<file path="src/rtl/filtro_temp.sv">
// Temperature front-end: range and spike rejection, power-of-two moving average,
// and sensor-fault detection after repeated consecutive rejections.
module filtro_temp #(
    parameter int unsigned N_PROM    = 4,
    parameter int          TEMP_MIN  = -400,
    parameter int          TEMP_MAX  = 1000,
    parameter int          SALTO_MAX = 100,
    parameter int unsigned N_FALLAS  = 3
) (
    input  logic               clk,
    input  logic               arst_n,
    input  logic               muestra_valida,
    input  logic signed [10:0] muestra,
    output logic signed [10:0] temp_filtrada,
    output logic               dato_valido,
    output logic               falla_sensor,
    output logic               listo,
    output logic        [1:0]  cont_fallas,
    output logic        [1:0]  estado
);

    localparam int unsigned LogN = $clog2(N_PROM);
    localparam int unsigned SumW = 11 + LogN;

    localparam logic signed [10:0] TempMin  = 11'(TEMP_MIN);
    localparam logic signed [10:0] TempMax  = 11'(TEMP_MAX);
    localparam logic signed [11:0] SaltoMax = 12'(SALTO_MAX);
    localparam logic        [1:0]  NFallas  = 2'(N_FALLAS);

    typedef enum logic [1:0] {
        StInicio = 2'b00,
        StActivo = 2'b01,
        StFalla  = 2'b10
    } estado_e;

    estado_e                   estado_q, estado_d;
    logic signed [10:0]        ventana_q [N_PROM];
    logic signed [10:0]        ventana_d [N_PROM];
    logic signed [SumW-1:0]    suma_q, suma_d;
    logic        [LogN-1:0]    ptr_q, ptr_d;
    logic signed [10:0]        temp_q, temp_d;
    logic                      valido_q, valido_d;
    logic                      listo_q, listo_d;
    logic        [1:0]         cont_q, cont_d;

    logic                      en_rango;
    logic                      salto;
    logic                      acepta;
    logic                      rechaza;
    logic signed [11:0]        dif;
    logic signed [11:0]        dif_abs;
    logic signed [SumW-1:0]    muestra_ext;
    logic signed [SumW-1:0]    viejo_ext;

    // 12-bit difference cannot overflow for any pair of 11-bit operands.
    always_comb begin
        dif         = {muestra[10], muestra} - {temp_q[10], temp_q};
        dif_abs     = dif[11] ? -dif : dif;
        salto       = dif_abs > SaltoMax;
        en_rango    = (muestra >= TempMin) && (muestra <= TempMax);
        acepta      = muestra_valida && en_rango && !((estado_q == StActivo) && salto);
        rechaza     = muestra_valida && !acepta;
        muestra_ext = {{LogN{muestra[10]}}, muestra};
        viejo_ext   = {{LogN{ventana_q[ptr_q][10]}}, ventana_q[ptr_q]};
    end

    always_comb begin
        estado_d  = estado_q;
        ventana_d = ventana_q;
        suma_d    = suma_q;
        ptr_d     = ptr_q;
        temp_d    = temp_q;
        valido_d  = 1'b0;
        listo_d   = listo_q;
        cont_d    = cont_q;

        if (acepta) begin
            cont_d   = 2'd0;
            listo_d  = 1'b1;
            valido_d = 1'b1;
            estado_d = StActivo;
            if (estado_q == StActivo) begin
                ventana_d[ptr_q] = muestra;
                suma_d           = suma_q + muestra_ext - viejo_ext;
                ptr_d            = ptr_q + LogN'(1);
            end else begin
                // Seeding: every slot holds the sample, so the mean equals it exactly.
                for (int i = 0; i < int'(N_PROM); i++) begin
                    ventana_d[i] = muestra;
                end
                suma_d = muestra_ext <<< LogN;
                ptr_d  = '0;
            end
            // Dropping the low bits of a two's-complement sum floors toward -inf.
            temp_d = suma_d[SumW-1:LogN];
        end else if (rechaza) begin
            if (cont_q < NFallas) begin
                cont_d = cont_q + 2'd1;
            end
            if (cont_d == NFallas) begin
                estado_d = StFalla;
            end
        end
    end

    always_ff @(posedge clk or negedge arst_n) begin
        if (!arst_n) begin
            estado_q <= StInicio;
            for (int i = 0; i < int'(N_PROM); i++) begin
                ventana_q[i] <= '0;
            end
            suma_q   <= '0;
            ptr_q    <= '0;
            temp_q   <= '0;
            valido_q <= 1'b0;
            listo_q  <= 1'b0;
            cont_q   <= 2'd0;
        end else begin
            estado_q  <= estado_d;
            ventana_q <= ventana_d;
            suma_q    <= suma_d;
            ptr_q     <= ptr_d;
            temp_q    <= temp_d;
            valido_q  <= valido_d;
            listo_q   <= listo_d;
            cont_q    <= cont_d;
        end
    end

    assign temp_filtrada = temp_q;
    assign dato_valido   = valido_q;
    assign falla_sensor  = (estado_q == StFalla);
    assign listo         = listo_q;
    assign cont_fallas   = cont_q;
    assign estado        = estado_q;

endmodule

</file>
<file path="config.mk">
export PLATFORM = sky130hd
export DESIGN_NAME = filtro_temp
export DESIGN_NICKNAME = d
export VERILOG_FILES = /design/src/rtl/filtro_temp.sv
export SDC_FILE = /design/constraint.sdc
export NUM_CORES = 1
export LEC_CHECK = 0
export BUFFER_PORTS_ARGS = -buffer_cell sky130_fd_sc_hd__buf_2
export CAP_MARGIN = 30
export CORE_ASPECT_RATIO = 1.5
export CORE_UTILIZATION = 45
export CTS_CLUSTER_DIAMETER = 50
export DETAILED_ROUTE_END_ITERATION = 16
export PLACE_DENSITY = 0.69
export SYNTH_ARGS = -nofsm -noshare
export SYNTH_HDL_FRONTEND = slang
export SYNTH_SLANG_ARGS = --single-unit
</file>
<file path="constraint.sdc">
create_clock -name clk -period 5.8 [get_ports clk]
set_clock_uncertainty 0.15 [all_clocks]
set_input_delay 0.58 -clock clk [delete_from_list [all_inputs] [get_ports clk]]
set_output_delay 0.58 -clock clk [all_outputs]
set_load 0.03 [all_outputs]
</file>
Yosys cells after proc, flatten, opt, wreduce, memory -nomap -nowiden
Cells that the tools add are included.
Widths: inputs -> output; s select.
{"block": "totals", "regBits": 76, "in_bits": 14, "output_inout_bits": 18, "wordCells": 57}
{"block": "op_classes", "n_addsub": 6, "n_lt_le_gt_ge": 6, "n_eq_ne": 3, "n_mux": 19, "bitwise": 1, "reduce_logical": 11}
{"op": "$bwmux 44", "count": 1}
{"op": "$mux 44", "count": 1}
{"op": "$mux 11", "count": 3}
{"op": "$bmux 11 s2", "count": 1}
{"op": "$demux 11 s2", "count": 1}
{"op": "$mux 2", "count": 9}
{"op": "$add 13x11->13", "count": 1}
{"op": "$mux 13", "count": 1}
{"op": "$sub 13x11->13", "count": 1}
{"op": "$gt 12x8->1 const B", "count": 1}
{"op": "$mux 12", "count": 1}
{"op": "$neg 12->12", "count": 1}
{"op": "$sub 11x11->12", "count": 1}
{"op": "$ge 11x10->1 const B", "count": 1}
{"op": "$le 11x11->1 const B", "count": 1}
{"op": "$logic_and 1x1->1", "count": 6}
{"op": "$add 2x1->2 const B", "count": 2}
{"op": "$eq 2x2->1 const B", "count": 2}
{"op": "$reduce_bool 2->1", "count": 2}
{"op": "$ge 3x3->1 const B", "count": 1}
{"op": "$lt 3x1->1 const B", "count": 1}
{"op": "$not 2->3", "count": 1}
{"op": "$eq 2x1->1 const B", "count": 1}
{"op": "$logic_not 1->1", "count": 2}
{"op": "3 further kinds", "count": 3}

Logic depth before layout (Yosys ltp)
{"block": "logic_depth", "ltp_word": 15, "mapped_depth": 17, "depth_no_buf": 15}

Worst setup path after synthesis
OpenSTA, ideal clock, no wires.
{"block": "synth_path", "path_type": "flip-flop to flip-flop", "start": "register ptr_q[0]", "end": "register suma_q[12]", "setup_ns": 0.126, "t_arrival_ns": 3.827, "required_ns": 5.524, "slack_ns": 1.697, "path_stages_with_launch": 16, "path_buffers": 1, "path_cell_list": "dfrtp_1 buf_1 mux4_2 fa_1 inv_1 fa_1 a21o_1 a21oi_1 o21bai_1 a31oi_1 o21ai_0 nor4_1 nor3_1 xnor2_1 nor2_1 o22ai_1"}
{"block": "synth_via", "elab_chain_cells": 6}
{"element": "start, declared", "line": "40", "rtl": "logic [LogN-1:0] ptr_q, ptr_d;"}
{"element": "start signal, assigned", "line": "122", "rtl": "ptr_q <= ptr_d;"}
{"element": "$not 2->3 (not written as such)", "line": "64", "rtl": "viejo_ext = {{LogN{ventana_q[ptr_q][10]}}, ventana_q[ptr_q]};"}
{"element": "$bmux 11 s2", "line": "64"}
{"element": "$mux 11 (not written as such) (2 in a row)", "line": "64"}
{"element": "$sub 13x11->13", "line": "84", "rtl": "suma_d = suma_q + muestra_ext - viejo_ext;"}
{"element": "$mux 13", "line": "82", "rtl": "if (estado_q == StActivo) begin"}
{"element": "end signal, assigned", "line": "121", "rtl": "suma_q <= suma_d;"}
{"element": "end, declared", "line": "39", "rtl": "logic signed [SumW-1:0] suma_q, suma_d;"}
Every way passes these cells. The select of a mux whose other input is x is not followed.
A chain may end at the register's enable or synchronous reset.

Final worst setup path
{"block": "layout_path", "start": "input port muestra[0]", "end": "register ventana_q[32] in the netlist's numbering"}
{"block": "layout_via", "elab_chain_cells": 7}
{"element": "start, declared", "line": "13", "rtl": "input logic signed [10:0] muestra,"}
{"element": "$sub 11x11->12", "line": "57", "rtl": "dif = {muestra[10], muestra} - {temp_q[10], temp_q};"}
{"element": "$neg 12->12", "line": "58", "rtl": "dif_abs = dif[11] ? -dif : dif;"}
{"element": "$mux 12", "line": "58"}
{"element": "$gt 12x8->1", "line": "59", "rtl": "salto = dif_abs > SaltoMax;"}
{"element": "$logic_and 1x1->1", "line": "61", "rtl": "acepta = muestra_valida && en_rango && !((estado_q == StActivo) && salto);"}
{"element": "$logic_not 1->1", "line": "61"}
{"element": "$logic_and 1x1->1 *", "line": "61"}
{"element": "end signal, assigned", "line": "120", "rtl": "ventana_q <= ventana_d;"}
{"element": "end, declared", "line": "37", "rtl": "logic signed [10:0] ventana_q [N_PROM];"}
Mark *: on every way between the ends. The rest lies on a longest branch, timed or not.

==> flow_metrics.py <==
metrics = {
    "layout": {
        "multiInputGateArea_um2": 2810,
        "postLayoutCellArea_um2": 5330,
        "insertedDiodeCount": 0,
        "finish.net_count": 549,
        "fillers": 971,
        "stdcell_count": 641,
        "synthToLayoutAreaGrowth_pct": 10.0,
        "drive_gt1_frac": 0.233,
        "final-seq-area_um2": 1630,
    },
    "sta": {
        "final-max-slew-violation-count": 0,
        "slew-limit-headroom": 0.385,
        "setup-tns-final_ns": 0,
        "final_min_period_over_clock_period": 0.785,
        "min_period_ns": 4.55,
        "max_freq_mhz": 220,
        "worst_tran_pin_value_ns": 0.920,
        "rsz0062_at_grt": "no",
        "whs_ns": 0.275,
        "finalHoldViolCount": 0,
        "setup_viol": 0,
    },
    "worst_setup_path": {
        "type_of_the_worst_setup_path": "in2reg",
        "timing.critical_path.from_type": "input port",
        "endpoint_kind": "register",
        "reg2reg_setup_slack_ns": 1.31,
        "critical_path.max_fanout": 11,
        "crit_required_ns": 5.86,
        "critical_path_arrival_ns": 4.62,
    },
    "place": {
        "place.gp.congestion": 0.948,
        "place.port_buffers": 31,
        "post-dp-hpwl_um": 7960,
        "dp.cells": 625,
        "place_area_um2": 5020,
    },
    "yosys": {
        "syn_nets": 530,
        "synth_cell_type_count": 62,
        "ys_async_sr_fraction": 1.00,
        "netlist_instances": 473,
        "synth_area_per_cell_um2": 10.2,
        "post_synth_main_area_contributors": "sky130_fd_sc_hd__dfrtp_1, sky130_fd_sc_hd__mux2_2, sky130_fd_sc_hd__ha_1",
        "ys_top_cells_by_count": "sky130_fd_sc_hd__dfrtp_1, sky130_fd_sc_hd__inv_1, sky130_fd_sc_hd__mux2_2",
        "synth_edf_count": 0,
        "ys_warn_count": 0,
        "synthesis.area_um2": 4840,
        "synth.ff_latch_count": 65,
        "synth_sequential_area_ratio": 0.336,
        "yosys.area.top_type": "sky130_fd_sc_hd__dfrtp_1",
        "yosys_most_used_dff": "sky130_fd_sc_hd__dfrtp_1",
        "synth_top_cell_area_share": 0.336,
        "yosys.cell_count.top_type": "sky130_fd_sc_hd__dfrtp_1",
    },
    "global_routing": {
        "global_route.usage.met1": 0.237,
        "grtUsageMet3": 0.0280,
        "grt_pass1_wl_um": 17800,
        "grtUsageTotal": 0.209,
        "grt_util_met2": 0.382,
        "grt.busiest_layer": "met2",
        "grt_antenna_before_repair": 0,
        "grt-ovfl-total": 0,
        "grt_max_degree": 66,
        "grt_pass1_vias": 3681,
    },
    "die": {
        "core_area_um2": 10500,
        "std_cell_rows": 46,
        "start_util": 0.460,
        "fp.dieW_um": 86.7,
        "ios": 32,
        "fp.dieArea_um2": 11200,
        "die-height_um": 129,
    },
    "clock_network": {
        "number_of_gates_resized_after_cts": 0,
        "postCtsSetupRepairBufs": 0,
        "root_buffer": "sky130_fd_sc_hd__clkbuf_16",
        "cts-hold-fix-buffers": 0,
        "tritoncts_num_sinks": 65,
        "insertion_delay_ns": 0.33,
        "cts_tree": "yes",
        "cts-buffers-inserted": 9,
        "clkTransAtPathRegs_ns": 0.05,
        "cts-htree-levels": 3,
        "cts_max_path_buffers": 2,
    },
    "outcome": {
        "outcome": "completed",
    },
    "detailed_routing": {
        "route.antenna.remaining_nets": 0,
        "drc_errors": 0,
        "post_drt_via_cell_ratio": 5.54,
        "drt_first_pass_iters": 6,
        "detailedRoute.firstIterationViolations": 171,
        "avgRoutedWirePerCell_um": 16.6,
        "number_of_vias_in_the_routed_layout": 3554,
        "routed_wirelength_um": 10600,
    },
    "run": {
        "maxCapViolations": 0,
    },
    "worst_hold_path": {
        "hold_path.class": "in2async",
    },
}
per-stage QoR:
stage / setup WS (ns) / utilization
detailed placement: 0.899 / 0.477
global placement: 0.967 / 0.477
global route: 0.973 / 0.506
floorplan: 1.70 / -
CTS: 1.25 / 0.506
finish: 1.25 / 0.506
final timing paths:
path / start / to / cells past startpoint
max in group asynchronous: arst_n / ventana_q[35] / 2
worst max-delay path: muestra[0] / ventana_q[32] / 15
worst max register to register: suma_q[2] / ventana_q[32] / 13
min in group clk: listo / listo / 1
worst min register to register: listo / listo / 1
worst min-delay path: arst_n / suma_q[12] / 2
layer usage:
layer,share of wire,vias up
li1,-,1686
met1,0.41,1781
met2,0.54,67
met3,0.023,20
met4,0.027,0
met5,0,-
placed cells by master, fill, tap and decap left out, types with 3 or more instances in the layout:
master and instances:
sky130_fd_sc_hd__dfrtp_1 65, sky130_fd_sc_hd__inv_1 61, sky130_fd_sc_hd__mux2_2 35, sky130_fd_sc_hd__buf_2 31
sky130_fd_sc_hd__o21ai_0 30, sky130_fd_sc_hd__nand2_1 30, sky130_fd_sc_hd__ha_1 30, sky130_fd_sc_hd__nor2_1 20
sky130_fd_sc_hd__a21oi_1 17, sky130_fd_sc_hd__xnor2_1 13, sky130_fd_sc_hd__fa_1 13, sky130_fd_sc_hd__mux4_2 11
sky130_fd_sc_hd__mux2_4 10, sky130_fd_sc_hd__nand3_1 9, sky130_fd_sc_hd__clkbuf_16 9, sky130_fd_sc_hd__nor3_1 7
sky130_fd_sc_hd__xor2_1 6, sky130_fd_sc_hd__o21bai_1 5, sky130_fd_sc_hd__nor4_1 5, sky130_fd_sc_hd__nand2b_1 5
sky130_fd_sc_hd__o21a_1 5, sky130_fd_sc_hd__a21o_1 5, sky130_fd_sc_hd__a211oi_1 5, sky130_fd_sc_hd__a31oi_1 5
sky130_fd_sc_hd__nor2b_1 4, sky130_fd_sc_hd__nor3b_1 3, sky130_fd_sc_hd__and3_1 3, sky130_fd_sc_hd__and2_1 3
sky130_fd_sc_hd__or2_2 3, sky130_fd_sc_hd__buf_4 3
layout make-up:
| class | instances | area share |
|---|---|---|
| repair buffers | 34 | 0.0333 |
| inverters | 61 | 0.0430 |
| well taps | 144 | 0.0338 |
| multi-input cells | 321 | 0.527 |
| clock buffers | 12 | 0.0481 |
| clock inverters | 4 | 0.00963 |
| flip-flops and latches | 65 | 0.305 |
critical path, cell delays in order:
cell and delay [ns]:
sky130_fd_sc_hd__buf_2 0.15, sky130_fd_sc_hd__inv_1 0.07, sky130_fd_sc_hd__ha_1 0.15, sky130_fd_sc_hd__inv_1 0.05, sky130_fd_sc_hd__fa_1 0.41, sky130_fd_sc_hd__a211oi_2 0.30, sky130_fd_sc_hd__or4_1 0.17, sky130_fd_sc_hd__o2111ai_1 0.28
sky130_fd_sc_hd__and4bb_1 0.41, sky130_fd_sc_hd__nor4b_1 0.30, sky130_fd_sc_hd__o21ai_1 0.10, sky130_fd_sc_hd__a211o_1 0.30, sky130_fd_sc_hd__a221oi_4 0.36, sky130_fd_sc_hd__o21a_1 0.55, sky130_fd_sc_hd__mux2_2 0.40
state kept, by name, indices dropped and copies added (netlist names):
signal	count
estado	2
cont_fallas	2
ventana_q	44
ptr_q	2
suma_q	13
dato_valido	1
listo	1
cells by family (layout without fill, tap and decap cells):
logic type / after synthesis / count (layout) / synth area share
simple gates: 104 / 104 / 0.112
fa+ha+maj: 43 / 43 / 0.131
compound gates: 99 / 99 / 0.138
buf+inv: 87 / 111 / 0.0845
xor+xnor: 19 / 19 / 0.0344
flops: 65 / 65 / 0.336
mux: 56 / 56 / 0.164
Power is left out: the tool's default activity adds up to more than one toggle a clock period on the data nets, which glitch-free logic cannot reach.
